**src/rtl/ctrl_pkg.sv**
```systemverilog
// Shared encodings for the polynomial controller: FSM states, operand-mux
// selects and ALU op codes as seen by the datapath.
package ctrl_pkg;

    typedef enum logic [2:0] {
        IDLE  = 3'd0,
        LOADX = 3'd1,
        AX    = 3'd2,
        ADDB  = 3'd3,
        MULX  = 3'd4,
        ADDC  = 3'd5,
        DONE  = 3'd6
    } state_t;

    // constant select (m0)
    localparam logic [1:0] K_ZERO = 2'b00;
    localparam logic [1:0] K_A    = 2'b01;
    localparam logic [1:0] K_B    = 2'b10;
    localparam logic [1:0] K_C    = 2'b11;

    // operand-1 mux (m1)
    localparam logic [1:0] M1_CONST = 2'b00;
    localparam logic [1:0] M1_X     = 2'b01;
    localparam logic [1:0] M1_S     = 2'b10;
    localparam logic [1:0] M1_H     = 2'b11;

    // operand-2 mux (m2)
    localparam logic [1:0] M2_X     = 2'b00;
    localparam logic [1:0] M2_CONST = 2'b01;
    localparam logic [1:0] M2_S     = 2'b10;
    localparam logic [1:0] M2_H     = 2'b11;

    localparam logic OP_ADD = 1'b0;
    localparam logic OP_MUL = 1'b1;

endpackage

```
**src/rtl/ctrl_lat_cnt.sv**
```systemverilog
// Loadable down-counter that flags the final cycle of a multi-cycle step.
// Loading LAT-1 on entry makes last rise exactly on the step's LAT-th cycle.
module ctrl_lat_cnt #(
    parameter int CNT_W = 4
) (
    input  logic             ck,
    input  logic             rst,
    input  logic             load,
    input  logic [CNT_W-1:0] load_val,
    output logic             last
);

    logic [CNT_W-1:0] cnt;

    always_ff @(posedge ck) begin
        if (!rst) begin
            cnt <= '0;
        end else if (load) begin
            cnt <= load_val;
        end else if (cnt != '0) begin
            cnt <= cnt - CNT_W'(1);
        end
    end

    assign last = (cnt == '0);

endmodule

```
**src/rtl/poly_ctrl.sv**
```systemverilog
// Moore controller sequencing the polynomial datapath through the Horner
// evaluation Y = ((A*X) + B)*X + C, leaving the result in Reg_S.
module poly_ctrl
    import ctrl_pkg::*;
#(
    parameter int MUL_LAT = 1,
    parameter int ADD_LAT = 1,
    parameter int CNT_W   = 4
) (
    input  logic       ck,
    input  logic       rst,
    input  logic       start,
    output logic       busy,
    output logic       lx,
    output logic [1:0] m0,
    output logic [1:0] m1,
    output logic [1:0] m2,
    output logic       h,
    output logic       ls,
    output logic       lh,
    output logic       done
);

    localparam logic [CNT_W-1:0] MUL_LD = CNT_W'(MUL_LAT - 1);
    localparam logic [CNT_W-1:0] ADD_LD = CNT_W'(ADD_LAT - 1);

    state_t           state;
    state_t           state_n;
    logic             cnt_load;
    logic [CNT_W-1:0] cnt_val;
    logic             last;

    ctrl_lat_cnt #(
        .CNT_W(CNT_W)
    ) u_lat_cnt (
        .ck      (ck),
        .rst     (rst),
        .load    (cnt_load),
        .load_val(cnt_val),
        .last    (last)
    );

    always_ff @(posedge ck) begin
        if (!rst) begin
            state <= IDLE;
        end else begin
            state <= state_n;
        end
    end

    // Every transition reloads the counter with the next state's LAT-1,
    // so the count always starts fresh on a state change.
    always_comb begin
        state_n  = state;
        cnt_load = 1'b0;
        cnt_val  = '0;
        case (state)
            IDLE: begin
                if (start) begin
                    state_n  = LOADX;
                    cnt_load = 1'b1;
                end
            end
            LOADX: begin
                state_n  = AX;
                cnt_load = 1'b1;
                cnt_val  = MUL_LD;
            end
            AX: begin
                if (last) begin
                    state_n  = ADDB;
                    cnt_load = 1'b1;
                    cnt_val  = ADD_LD;
                end
            end
            ADDB: begin
                if (last) begin
                    state_n  = MULX;
                    cnt_load = 1'b1;
                    cnt_val  = MUL_LD;
                end
            end
            MULX: begin
                if (last) begin
                    state_n  = ADDC;
                    cnt_load = 1'b1;
                    cnt_val  = ADD_LD;
                end
            end
            ADDC: begin
                if (last) begin
                    state_n  = DONE;
                    cnt_load = 1'b1;
                end
            end
            DONE: begin
                state_n  = IDLE;
                cnt_load = 1'b1;
            end
            default: begin
                state_n  = IDLE;
                cnt_load = 1'b1;
            end
        endcase
    end

    // Mux selects and op stay steady for the whole step; only the load
    // strobe waits for the counter's last cycle.
    always_comb begin
        busy = 1'b0;
        lx   = 1'b0;
        m0   = K_ZERO;
        m1   = M1_CONST;
        m2   = M2_X;
        h    = OP_ADD;
        ls   = 1'b0;
        lh   = 1'b0;
        done = 1'b0;
        case (state)
            LOADX: begin
                busy = 1'b1;
                lx   = 1'b1;
            end
            AX: begin
                busy = 1'b1;
                m0   = K_A;
                m1   = M1_CONST;
                m2   = M2_X;
                h    = OP_MUL;
                lh   = last;
            end
            ADDB: begin
                busy = 1'b1;
                m0   = K_B;
                m1   = M1_H;
                m2   = M2_CONST;
                h    = OP_ADD;
                lh   = last;
            end
            MULX: begin
                busy = 1'b1;
                m1   = M1_H;
                m2   = M2_X;
                h    = OP_MUL;
                lh   = last;
            end
            ADDC: begin
                busy = 1'b1;
                m0   = K_C;
                m1   = M1_H;
                m2   = M2_CONST;
                h    = OP_ADD;
                ls   = last;
            end
            DONE: begin
                busy = 1'b1;
                done = 1'b1;
            end
            default: begin
                busy = 1'b0;
            end
        endcase
    end

endmodule

```
**config.mk**
```make
export PLATFORM = sky130hd
export DESIGN_NAME = poly_ctrl
export DESIGN_NICKNAME = d
export VERILOG_FILES = /design/src/rtl/ctrl_pkg.sv /design/src/rtl/ctrl_lat_cnt.sv /design/src/rtl/poly_ctrl.sv
export SDC_FILE = /design/constraint.sdc
export NUM_CORES = 1
export LEC_CHECK = 0
export ABC_AREA = 0
export BUFFER_PORTS_ARGS = -buffer_cell sky130_fd_sc_hd__clkbuf_2
export CORE_AREA = 2 2 39 41
export CTS_BUF_LIST = sky130_fd_sc_hd__clkbuf_8
export DETAILED_ROUTE_END_ITERATION = 6
export DIE_AREA = 0 0 41 43
export GPL_TIMING_DRIVEN = 0
export PLACE_DENSITY = 0.66
export SLEW_MARGIN = 15
export SYNTH_ARGS = -nofsm -noshare
export SYNTH_HDL_FRONTEND = slang
export SYNTH_SLANG_ARGS = --single-unit
```
**constraint.sdc**
```tcl
create_clock -name ck -period 3.6 [get_ports ck]
set_input_delay 0.72 -clock ck [delete_from_list [all_inputs] [get_ports ck]]
set_output_delay 0.72 -clock ck [all_outputs]
set_load 0.02 [all_outputs]
```
==> metrics, run 1 <==
crit-path max cell delay ~0.35 ns; io pins 15; cts bufs inserted 3; register area share after synthesis between 20% and 30%; Final nets between 90 and 100; vias in the first global route approximately 440; die area between 1500 and 2000 um^2; # resized after CTS 0; share of cells above drive strength 1 25.3%; Total Routed Length ~1100 um; CP Launch Type register; htree depth 1; Clk pwr share a little under a third; HP Start u_lat_cnt.cnt[0]$_SDFFE_PP0P_; HP Class reg2reg; pin count of the biggest net entering global routing 11; Seq pwr share 25.8%; Via density roughly 5; Final TNS setup 0 ns; clock-pin slew on the worst setup and hold paths 0.04 ns; Tot GR Track Use between 10% and 20%; HPWL Detailed around 890 um; Place WS 1.44 ns; Worst Path Required ~2.9 ns; CTS Sinks 7; commonest cells after routing, fill and taps aside 13 x clkbuf_2, 11 x nor2_1, 7 x inv_1, 7 x dfxtp_1; Power Dens Cells 504 nW/um^2; wl on met1 around 500 um; Final Hold Viols 0; final global-route overflow total 0; Pre-Repair DR Iteration Count 3; Area growth, synth to finish 23.3%; die width 41 um; root buf cell clkbuf_8; clk_lat worst skew approximately 0.23 ns; Max Used Layer met4; Crit. Startpoint state[1]$_SDFFE_PN0P_; first-pass GRT wire length approximately 1700 um; switching part of the total 38.2%; YS warnings 0; CP Capture Type output port; Leakage ~0.35 nW; Net Sw Power 0.133 mW; slowest stage cell, crit path dfxtp_1; area of the core between 1000 and 1500 um^2; library cells used by synthesis 30; CTS Buffer Depth 2; status complete, no violations; Worst path top cell family by delay buffers and inverters; met3 wire len roughly 46 um; row count 14; PnR worst setup slack between 1 and 1.5 ns; CP bufs+invs 5; Antenna diodes 0; Post-Syn Area per Cell 7.54 um^2; worst ir drop on vdd 0.270 mV; Post-CTS Setup Inserts 0; #FFs+latches synth 7; FMAX 414 MHz; period utilization approximately 67%; Clock Skews between 0.00015 and 0.0002 ns; Syn Nets between 80 and 90; commonest non-fill, non-tap cell in the layout clkbuf_2; Starting Density between 40% and 50%; Mapped Area about 560 um^2; Slew Limit Fails 0; post-route ant nets 0; arrival time at the worst endpoint 1.70 ns; DR DRC count 0; Critical Path Most Common Cell inv_1; routed wire length on met2 555 um; Comb pwr share 43.2%; CTS tree done; reg2reg start u_lat_cnt.cnt[0]$_SDFFE_PP0P_; antenna violations before repair 0; via count 545; MaxCap Viol Count 0; Routed wire per std cell about 11 um; Crit Path Max Fanout 9; final setup vio count 0; Final GP Congestion 0.732; Port-buffer cells 13; Gate Count Post-Synth 74; P_int 0.214 mW; CP Class reg2out; cts-stage hold buffer count 0; Initial DRC Count 1; die height about 43 um; RSZ-0062 raised after global routing no; critical-path cell list buf_2, inv_1, ha_1, a21oi_1, inv_1, buf_4, clkbuf_2; Tmin final between 2 and 2.5 ns
[kinds of logic after synthesis]
logic type      share of synthesized area [%]
fa+ha+maj                                8.97
mux                                      5.61
buf+inv                                  9.19
flops                                    25.1
compound gates                           15.9
xor+xnor                                 1.57
other cells                             0.672
simple gates                             33.0
[layer usage]
layer / global-route usage (%) / up-vias
met1: 16.5 / 246
met3: 3.14 / 3
met4: 10.0 / 0
met2: 22.5 / 10
li1: - / 286
met5: 0 / -
[tightest hold or removal path, delay by kind of cell (launching register included)]
family / cells / cell delay [ns]
flip-flops: 1 / 0.31
AND/OR/NAND/NOR: 1 / 0.06
AO/OA/AOI/OAI: 1 / 0.05
[state kept, by name, summed over array words and instances, names as in the netlist]
| signal | cells |
|---|---|
| u_lat_cnt.cnt | 4 |
| state | 3 |
[area by class of cell]
type	instances	area (um^2)
sequential	7	140
tap	16	20.0
inverter	6	22.5
clock inverter	1	3.75
multi-input combinational	56	367
timing repair buffer	13	65.1
buffer	5	28.8
fill	151	696
clock buffer	3	41.3
[worst paths after layout]
path / endpoint / slack [ns] / depth (start not counted)
setup / recovery: m1[1] / 1.18 / 7
hold / removal: u_lat_cnt.cnt[0]$_SDFFE_PP0P_ / 0.48 / 2
setup reg to reg: state[2]$_SDFFE_PN0P_ / 1.90 / 6
hold reg to reg: u_lat_cnt.cnt[0]$_SDFFE_PP0P_ / 0.48 / 2
[power by group through the flow]
stage | Sequential [mW] | Combinational (mW) | Clock (mW)
5_1_grt | 0.0905 | 0.168 | 0.115
3_5_place_dp | 0.0908 | 0.150 | 0
2_1_floorplan | 0.0894 | 0.113 | 0
6_report | 0.0896 | 0.150 | 0.108
4_1_cts | 0.0895 | 0.151 | 0.111
3_3_place_gp | 0.0908 | 0.148 | 0
[synth_stat cells (all sizes together)]
cell	instances	share of area (%)
ha	4	9.0
a31oi	1	1.1
a21boi	1	1.3
nor3b	1	3.4
or3	3	3.4
dfxtp	7	25
nor3	3	2.7
xnor2	1	1.6
nor4b	1	1.6
nor2	11	7.4
o21ai	2	1.8
a21oi	4	3.6
nand4	1	1.1
nand3	3	2.7
a22o	1	1.6
buf	4	4.5
clkbuf	1	0.67
and2	2	2.2
o211ai	1	1.3
o2111ai	1	1.6
inv	6	4.0
mux2	1	2.0
and3	1	1.3
nor2b	4	4.5
a41o	1	1.8
a221o	1	1.8
mux2i	2	3.6
conb	1	0.67
nand2	4	2.7
[through the flow]
stage | instances | instance area [um^2] | util (%) | hold WS [ns] | power, mW
global placement | 103 | 643 | 46.5 | 0.463 | 0.239
CTS | 107 | 688 | 49.7 | 0.478 | 0.352
detailed placement | 103 | 643 | 46.5 | 0.472 | 0.241
finish | 107 | 688 | 49.7 | 0.477 | 0.347
floorplan | 74 | 558 | - | 0.452 | 0.202
global route | 107 | 688 | 49.7 | 0.511 | 0.373
Note: power is estimated with default switching activity, not from simulation.
==> run 2: changes to the inputs <==
Settings changed: ABC_AREA 0 to 1.
Clock period 3.6 ns to 2.5 ns, I/O delays scaled along.
==> run 2 against run 1 <==
  * Area after synthesis up 1.1%
  * Clock power up 40%
  * Via count is 0.55% lower
  * Worst hold slack better by 0.076 ns
  * Non-clock buffer count decreased by 2
  * Largest power group is now the clock network
  * Routed wire length fell by 5.3%
==> metrics, run 2 <==
HPWL Detailed 834 um (-6.3%); antenna violations before repair 0 (unchanged); YS warnings 0 (unchanged); worst hold stages 3 (+1); via count 542 (-0.55%); pin count of the biggest net entering global routing 10 (-1); Worst Path Required 2.00 ns (-0.88 ns); Syn Nets 91 (+12%); register area share after synthesis 24.8% (-0.28 points); commonest non-fill, non-tap cell in the layout nand2_1; DR DRC count 0 (unchanged); biggest regs u_lat_cnt.cnt (4), state (3); PnR worst setup slack 0.513 ns (-0.670 ns); Final Hold Viols 0 (unchanged); critical-path cell list inv_2, ha_1, inv_1, nand2_4, buf_4, clkbuf_2; Area growth, synth to finish 23.1%; main flop type after synthesis dfxtp_1; Compound-Gate Fraction of Synth Area 8.87% (-7.1 points); depth of the most critical reg-to-reg path 5 (-1); most frequent cell after synthesis nand2_1; CTS tree done; Place WS 0.757 ns (-0.679 ns); flip-flop count of the largest register after layout 4 (unchanged); Final GP Congestion 0.786 (+7.5%); MaxCap Viol Count 0 (unchanged); slowest stage cell, crit path dfxtp_1; CTS Sinks 7 (unchanged); largest family of logic cells by synthesized area simple AND/OR/NAND/NOR gates; Post-synth EDFFs 0 (unchanged); io pins 15 (unchanged); Final TNS setup 0 ns (unchanged); first-pass GRT wire length 1790 um (+4.9%); Top reg by flops u_lat_cnt.cnt; CP Capture Type output port; HP Class in2reg; htree depth 1 (unchanged); Mapped Area 564 um^2 (+1.1%); Total Routed Length 1060 um (-5.3%); arrival time at the worst endpoint 1.49 ns (-0.21 ns); post-route ant nets 0 (unchanged); clock-pin slew on the worst setup and hold paths 0.04 ns (about the same); Crit Path Max Fanout 8 (-1); Async SR Flop Fraction 0% (unchanged); final global-route overflow total 0 (unchanged); area of the core 1380 um^2 (unchanged); # resized after CTS 0 (unchanged); HP Start rst; Post-Syn Area per Cell 6.72 um^2 (-11%); Initial DRC Count 10 (+9); Slew Limit Fails 0 (unchanged); Leakage 0.361 nW (+4.0%); Tmin final roughly 2.0 ns; Gate Count Post-Synth 84 (+14%); share of cells above drive strength 1 30.7% (+5.4 points); worst ir drop on vdd 0.356 mV (+32%); #FFs+latches synth 7 (unchanged); die width 41 um (unchanged); CTS Buffer Depth 2 (unchanged); vias in the first global route 460 (+5.0%); adder-cell share of the synthesized area 8.87% (-0.099 points); library cells used by synthesis 23 (-23%); root buf cell clkbuf_8; Pre-Repair DR Iteration Count 4 (+1); Commonest cells post-synth 16 x nand2_1, 14 x nor2_1, 11 x inv_1; RSZ-0062 raised after global routing no; Port-buffer cells 13 (unchanged); mux cell area share after synthesis 0% (-5.6 points); Synth Area in XOR/XNOR 3.10% (+1.5 points); cts bufs inserted 3 (unchanged); Post-CTS Setup Inserts 0 (unchanged); Tot GR Track Use 15.1% (+0.63 points); final setup vio count 0 (unchanged); die area 1760 um^2 (unchanged); Clock Skews 0.00257 ns (+0.00240 ns); die height 43 um (unchanged); FMAX 503 MHz; Routed wire per std cell 9.09 um (-13%); Yosys top cell by area dfxtp_1; Power Dens Cells 534 nW/um^2 (+6.0%); Crit. Startpoint state[1]$_SDFFE_PN0P_; Antenna diodes 0 (unchanged); reg2reg start state[1]$_SDFFE_PN0P_; status complete, no violations; commonest cells after routing, fill and taps aside 16 x nand2_1, 14 x nor2_1, 13 x clkbuf_2; Via density 4.63 (-9.1%); Synth top area share 24.8% (-0.28 points); Final nets 109 (+10%); CP Class reg2out; period utilization approximately 80%; largest cells by area after synthesis dfxtp_1 25%, nand2_1 11%, nor2_1 9.3%; row count 14 (unchanged); crit-path max cell delay 0.50 ns (+0.15 ns); cts-stage hold buffer count 0 (unchanged); post-synthesis simple-gate area fraction 41.5% (+8.5 points); Starting Density 40.8% (+0.45 points); clk_lat worst skew 0.22 ns (about the same); CP Launch Type register
-- run 2: logic make-up after synthesis --
| kind of cell | Yosys count |
|---|---|
| simple gates | 45 |
| buf+inv | 16 |
| xor+xnor | 2 |
| flops | 7 |
| other cells | 1 |
| compound gates | 9 |
| fa+ha+maj | 4 |
-- run 2: through the flow --
| step | instance area (um^2) | hold slack (ns) | utilization [%] | cells | total power [mW] |
|---|---|---|---|---|---|
| final | 694 | 0.553 | 50.2 | 117 | 0.371 |
| after global routing | 694 | 0.574 | 50.2 | 117 | 0.393 |
| after CTS | 694 | 0.556 | 50.2 | 117 | 0.375 |
| after detailed placement | 649 | 0.553 | 46.9 | 113 | 0.222 |
| after global placement | 649 | 0.539 | 46.9 | 113 | 0.221 |
| after floorplan | 564 | 0.511 | - | 84 | 0.197 |
-- run 2: cell type report --
cell class / count / area [um^2]
plain buffers: 3 / 20.0
clock buffers: 3 / 41.3
clock inverters: 1 / 3.75
fillers: 140 / 689
inverters: 13 / 48.8
multi-input cells: 61 / 355
flip-flops and latches: 7 / 140
well taps: 16 / 20.0
repair buffers: 13 / 65.1
-- run 2: where the power goes --
part           switching [mW]  internal (mW)
Sequential            0.00547          0.116
Combinational          0.0638         0.0342
Clock                  0.0455          0.106
Total                   0.115          0.256
-- run 2: worst paths after layout --
path	endpoint	slack [ns]
worst min register to register	u_lat_cnt.cnt[1]$_SDFFE_PP0P_	0.56
worst max register to register	u_lat_cnt.cnt[3]$_SDFFE_PP0P_	1.03
worst min-delay path	u_lat_cnt.cnt[1]$_SDFFE_PP0P_	0.55
worst max-delay path	m1[1]	0.51
-- run 2: per-layer routing --
metal	GRT usage, %	part of all wire, %	up-vias
met5	0	0	-
met4	10.0	0.75	0
li1	-	-	296
met3	4.71	4.2	2
met2	19.4	42	14
met1	20.8	53	230
-- run 2: critical path, delay by kind of cell (launching register included) --
kind	cells	cell delay, ns
DFF	1	0.50
buffers and inverters	4	0.49
adders and majority gates	1	0.22
and+or+nand+nor	1	0.06
